### config.mk
export PLATFORM = sky130hd
export DESIGN_NAME = tone_period_meter_flat
export DESIGN_NICKNAME = d
export VERILOG_FILES = /design/src/rtl/tone_period_meter_if.sv /design/src/rtl/tone_period_meter.sv /design/src/flat_wrapper.sv
export SDC_FILE = /design/constraint.sdc
export NUM_CORES = 1
export LEC_CHECK = 0
export ABC_AREA = 1
export CAP_MARGIN = 5
export CORE_ASPECT_RATIO = 0.7
export CORE_MARGIN = 4
export CORE_UTILIZATION = 55
export CTS_BUF_LIST = sky130_fd_sc_hd__clkbuf_4 sky130_fd_sc_hd__clkbuf_8
export DETAILED_ROUTE_END_ITERATION = 7
export PLACE_DENSITY = 0.79
export SLEW_MARGIN = 20
export SYNTH_ARGS = -nofsm -noshare
export SYNTH_HDL_FRONTEND = slang
export SYNTH_SLANG_ARGS = --single-unit
### constraint.sdc
create_clock -name Clock -period 2.2 [get_ports Clock]
set_input_delay 0.55 -clock Clock [delete_from_list [all_inputs] [get_ports Clock]]
set_output_delay 0.55 -clock Clock [all_outputs]
set_load 0.05 [all_outputs]
### src/rtl/tone_period_meter_if.sv
// Tone period meter signal bundle: tone input and enable toward the meter,
// measurement results back from it.
interface tone_period_meter_if #(
  parameter int unsigned WIDTH = 12
);
  logic             ToneIn;
  logic             Enable;
  logic [WIDTH-1:0] HalfPeriod;
  logic             PeriodValid;
  logic             Locked;
  logic             NoTone;

  modport master (
    output ToneIn, Enable,
    input  HalfPeriod, PeriodValid, Locked, NoTone
  );

  modport slave (
    input  ToneIn, Enable,
    output HalfPeriod, PeriodValid, Locked, NoTone
  );
endinterface

### src/rtl/tone_period_meter.sv
// Tone period meter: measures the half-period of a toggling tone in Clock
// cycles, strobes each capture, and flags stable (Locked) and absent (NoTone)
// tones.
module tone_period_meter #(
  parameter int unsigned WIDTH     = 12,
  parameter int unsigned MAX_COUNT = 4095,
  parameter int unsigned TOL       = 2
) (
  input  logic               Clock,
  input  logic               Reset,
  tone_period_meter_if.slave bus
);

  typedef enum logic [1:0] {
    IDLE,
    ARMED,
    MEASURE
  } state_t;

  localparam logic [WIDTH-1:0] MAX_C = WIDTH'(MAX_COUNT);
  localparam logic [WIDTH:0]   TOL_C = (WIDTH + 1)'(TOL);

  state_t             r_state;
  state_t             w_state_next;
  logic               r_sync1;
  logic               r_sync2;
  logic               r_sync3;
  logic               w_edge;
  logic [WIDTH-1:0]   r_count;
  logic [WIDTH-1:0]   w_count_next;
  logic [WIDTH-1:0]   r_half_period;
  logic [WIDTH-1:0]   r_prev_period;
  logic               r_period_valid;
  logic               r_locked;
  logic               r_no_tone;
  logic               r_prev_valid;
  logic               w_capture;
  logic               w_timeout;
  logic signed [WIDTH:0] w_diff;
  logic [WIDTH:0]     w_abs_diff;

  // Both tone edges are of interest, so the edge is any change past the synchronizer.
  assign w_edge = r_sync2 ^ r_sync3;

  // Signed intermediate one bit wider than the count so the difference cannot wrap.
  assign w_diff     = $signed({1'b0, r_count}) - $signed({1'b0, r_prev_period});
  assign w_abs_diff = w_diff[WIDTH] ? $unsigned(-w_diff) : $unsigned(w_diff);

  // Two-flop synchronizer for the asynchronous tone plus a history flop for edge detection.
  always_ff @(posedge Clock or posedge Reset) begin
    if (Reset) begin
      r_sync1 <= 1'b0;
      r_sync2 <= 1'b0;
      r_sync3 <= 1'b0;
    end else begin
      r_sync1 <= bus.ToneIn;
      r_sync2 <= r_sync1;
      r_sync3 <= r_sync2;
    end
  end

  // State and cycle counter registers.
  always_ff @(posedge Clock or posedge Reset) begin
    if (Reset) begin
      r_state <= IDLE;
      r_count <= '0;
    end else begin
      r_state <= w_state_next;
      r_count <= w_count_next;
    end
  end

  // Next state, counter update and capture/timeout decisions; Enable low overrides everything.
  always_comb begin
    w_state_next = r_state;
    w_count_next = r_count;
    w_capture    = 1'b0;
    w_timeout    = 1'b0;
    if (!bus.Enable) begin
      w_state_next = IDLE;
      w_count_next = '0;
    end else begin
      case (r_state)
        IDLE: begin
          w_count_next = '0;
          w_state_next = ARMED;
        end
        ARMED: begin
          if (w_edge) begin
            w_count_next = WIDTH'(1);
            w_state_next = MEASURE;
          end
        end
        MEASURE: begin
          if (w_edge) begin
            w_capture    = 1'b1;
            w_count_next = WIDTH'(1);
          end else if (r_count >= MAX_C) begin
            w_timeout    = 1'b1;
            w_count_next = '0;
            w_state_next = ARMED;
          end else begin
            w_count_next = r_count + WIDTH'(1);
          end
        end
        default: begin
          w_state_next = IDLE;
          w_count_next = '0;
        end
      endcase
    end
  end

  // Measurement results, lock tracking and tone-absent flag.
  always_ff @(posedge Clock or posedge Reset) begin
    if (Reset) begin
      r_half_period  <= '0;
      r_prev_period  <= '0;
      r_period_valid <= 1'b0;
      r_locked       <= 1'b0;
      r_no_tone      <= 1'b0;
      r_prev_valid   <= 1'b0;
    end else begin
      r_period_valid <= w_capture;
      if (!bus.Enable) begin
        r_locked     <= 1'b0;
        r_prev_valid <= 1'b0;
      end else if (w_timeout) begin
        r_no_tone    <= 1'b1;
        r_locked     <= 1'b0;
        r_prev_valid <= 1'b0;
      end else if (w_capture) begin
        r_half_period <= r_count;
        r_prev_period <= r_count;
        r_no_tone     <= 1'b0;
        r_prev_valid  <= 1'b1;
        // The first capture after arming has no trustworthy predecessor.
        r_locked      <= r_prev_valid && (w_abs_diff <= TOL_C);
      end
    end
  end

  assign bus.HalfPeriod  = r_half_period;
  assign bus.PeriodValid = r_period_valid;
  assign bus.Locked      = r_locked;
  assign bus.NoTone      = r_no_tone;

endmodule

### src/flat_wrapper.sv
// flat-port wrapper written by rule: the top's interface ports become plain ports
module tone_period_meter_flat 
#(
  parameter int unsigned WIDTH     = 12,
  parameter int unsigned MAX_COUNT = 4095,
  parameter int unsigned TOL       = 2
)
  (Clock, Reset, bus_ToneIn, bus_Enable, bus_HalfPeriod, bus_PeriodValid, bus_Locked, bus_NoTone);
  tone_period_meter_if #(.WIDTH(WIDTH)) bus_i ();
  input  logic Clock;
  input  logic Reset;
  input wire logic [$bits(bus_i.ToneIn)-1:0] bus_ToneIn;
  input wire logic [$bits(bus_i.Enable)-1:0] bus_Enable;
  output wire logic [$bits(bus_i.HalfPeriod)-1:0] bus_HalfPeriod;
  output wire logic [$bits(bus_i.PeriodValid)-1:0] bus_PeriodValid;
  output wire logic [$bits(bus_i.Locked)-1:0] bus_Locked;
  output wire logic [$bits(bus_i.NoTone)-1:0] bus_NoTone;
  assign bus_i.ToneIn = bus_ToneIn;
  assign bus_i.Enable = bus_Enable;
  assign bus_HalfPeriod = bus_i.HalfPeriod;
  assign bus_PeriodValid = bus_i.PeriodValid;
  assign bus_Locked = bus_i.Locked;
  assign bus_NoTone = bus_i.NoTone;
  tone_period_meter #(.WIDTH(WIDTH), .MAX_COUNT(MAX_COUNT), .TOL(TOL)) u_core (.Clock(Clock), .Reset(Reset), .bus(bus_i));
endmodule
==> impl_metrics.yaml <==
floorplanning:
  pin_count: 19
  die_h_um: 65.4
  core.rowCount: 20
  die_w_um: 90.0
  core_area_mm2: 0.00443
  start_util: 0.584
  die-area_mm2: 0.00588
yosys:
  synthFlopType: "dfrtp_1"
  synthCells: 390
  yosysSeqAreaShare: 0.319
  postSynthAreaPerCell_um2: 6.63
  ys_ff_latch: 33
  synth.cell_area_mm2: 0.00259
  yosys_warnings: 0
  synthArstFlopShare: 1.00
  synth.distinct_cells: 29
  synth_nets: 410
  synth_edf_count: 0
pwr:
  p_leak_uw: 0.00168
  power.share.clock: 0.101
  internal-power_uw: 2190
  power.density_mw_per_mm2: 1420
  pwr-share-seq: 0.182
  ir_drop_v: 0.00104
  combPwrFrac: 0.717
  switchingPower_uw: 2520
  swShare: 0.535
critical_path:
  arrival_ns: 2.50
  rr_startpoint: "u_core.bus.HalfPeriod[0]"
  r2r_cells: 16
  r2r_slack_ns: -0.07
  crit_path_max_fanout: 4
  start_kind: "register"
  cp.required_ns: 2.43
  crit_type: "reg2reg"
  end_kind: "register"
  timing.rr.end: "u_core.bus.Locked"
place:
  post-place-ws_ns: -0.0890
  dp_cells: 482
  gp_congestion: 0.932
  hpwl_mm: 5.16
  placed_area_mm2: 0.00300
  port_buffers: 18
cells_and_area:
  fin_util: 0.751
  final_cell_mix: "nand2_1, inv_1, buf_4"
  layout.cells.non_filler: 496
  design_area_mm2: 0.00332
  drive_above_1_share: 0.213
  antenna_cells: 0
  nets: 460
  mostFrequentLayoutCell: "nand2_1"
  area_growth_pct: 28.5
global_routing:
  antenna_found_initial: 0
  grt_usage: 0.249
  grt_pass1_wl_mm: 11.9
  grt_pass1_vias: 2596
  grt-ovfl-total: 0
  grt_start_max_net_pins: 34
drt:
  dr_total_vias: 2801
  drt_iter0_drc: 352
  routedWlPerCell_um: 14.5
  drc: 0
  wirelength_mm: 7.17
  first_pass_iters: 6
  ant_nets: 0
  via_per_inst: 5.65
sta:
  fmax_mhz: 441
  drv_slew: 0
  setup_violations: 1
  fin_crit_sh: 1.03
  tightest_slew_ns: 0.538
  slew_headroom: 0.640
  hold_viol: 0
  finalCriticalPeriod_ns: 2.27
  fin_worst_skew_ns: 0.0148
  worst_slack_ns: -0.0668
  rsz0062_at_grt: "yes"
cts:
  clkTransAtPathRegs_ns: 0.08
  clock_sinks: 33
  h-tree-depth: 2
  cts_buffers: 5
  cts_tree: "built"
  clock_latency_ns: 0.29
  clk_path_buf_depth: 2
  clockRootBuffer: "clkbuf_8"
status:
  violations: "negative setup slack"
  status: "finished, violations left"
hold_path:
  whs_endpoint: "u_core.r_sync2"
  worstHoldStart: "u_core.r_sync1"
  holdPathStages: 0
  hold_class: "reg2reg"
run:
  max-cap-violations: 0
worst max path at each step:
stage | from | end | slack, ns | depth (start not counted)
2_1_floorplan | u_core.bus.HalfPeriod[0] | u_core.bus.Locked | 0.02 | 17
3_3_place_gp | u_core.bus.HalfPeriod[0] | u_core.bus.Locked | -0.03 | 17
3_5_place_dp | u_core.bus.HalfPeriod[0] | u_core.bus.Locked | -0.09 | 17
4_1_cts | u_core.bus.HalfPeriod[0] | u_core.bus.Locked | 0.008 | 15
5_1_grt | u_core.bus.HalfPeriod[0] | u_core.bus.Locked | -0.23 | 16
6_report | u_core.bus.HalfPeriod[0] | u_core.bus.Locked | -0.07 | 16
critical path: stages, from the launching register on:
cell and delay (ns):
dfrtp_2 0.43, ha_4 0.17, fa_2 0.36, inv_2 0.11, nand3_2 0.10, nand2_2 0.11
nand2_4 0.07, buf_4 0.14, a21oi_2 0.14, o21ai_0 0.09, nand2_1 0.09, inv_1 0.05
nor2_1 0.12, nand2_1 0.06, nand2_1 0.05, nand3_1 0.07, nand2_1 0.06
area by class of cell:
| cell class | count | area [um^2] |
|---|---|---|
| inverter | 67 | 251 |
| timing repair buffer | 48 | 435 |
| multi-input combinational | 285 | 1640 |
| clock buffer | 7 | 83.8 |
| tap | 55 | 68.8 |
| clock inverter | 1 | 7.51 |
| sequential | 33 | 835 |
| fill | 343 | 1100 |
logic make-up (layout without fill, tap and decap cells):
family	Yosys count	in the layout	synth area share
and+or+nand+nor	218	218	0.364
buffers and inverters	72	123	0.112
adders and majority gates	16	16	0.0803
DFF	33	33	0.319
xor gates and xnor gates	3	3	0.0131
AOI/OAI and AO/OA	48	48	0.112
per-layer routing:
| metal | global-route usage | wire length (um) | up-vias |
|---|---|---|---|
| met3 | 0.0492 | 622 | 18 |
| met5 | 0 | 0 | - |
| met2 | 0.401 | 3070 | 150 |
| met4 | 0.0515 | 121 | 0 |
| li1 | - | - | 1345 |
| met1 | 0.351 | 3360 | 1288 |
per-stage QoR:
| stage | setup TNS [ns] | hold WS, ns | power (uW) |
|---|---|---|---|
| global route | -0.229 | 0.363 | 5100 |
| global placement | -0.0281 | 0.334 | 3530 |
| detailed placement | -0.0890 | 0.337 | 3610 |
| finish | -0.0668 | 0.350 | 4720 |
| floorplan | 0 | 0.331 | 2900 |
| CTS | 0 | 0.354 | 4200 |
power groups by stage:
stage               clock network [uW]  logic, uW  registers (uW)
floorplan                            0       1660            1230
global placement                     0       2670             857
detailed placement                   0       2740             866
CTS                                487       2860             858
global route                       523       3700             879
finish                             476       3380             858
synthesized netlist by cell type, drive strengths merged (3+ instances only):
master  instances  area, um^2
o21ai          25         129
buf             3        30.0
dfrtp          33         826
inv            67         251
nand3b          3        22.5
ha             15         188
nor2           33         126
nor3            7        35.0
nand2         126         490
nand4           8        50.1
nand3          37         185
a21oi          17         119
a211oi          3        22.5
state kept, by name, indices dropped and copies added (netlist names):
signal	cells
u_core.bus.HalfPeriod	12
u_core.r_prev_valid	1
u_core.r_sync2	1
u_core.r_state	2
u_core.r_count	12
u_core.r_sync3	1
u_core.bus.PeriodValid	1
u_core.r_sync1	1
u_core.bus.Locked	1
u_core.bus.NoTone	1
what timing repair did:
item | 4_1_cts | 5_1_grt
gates resized for setup | 4 | 37
hold buffers | 0 | 0
endpoints found under the setup margin | 1 | 1
setup buffers | 3 | 2
gates cloned | 0 | 1
pin swaps | 2 | 18
Power figures use the tool's default switching activity.
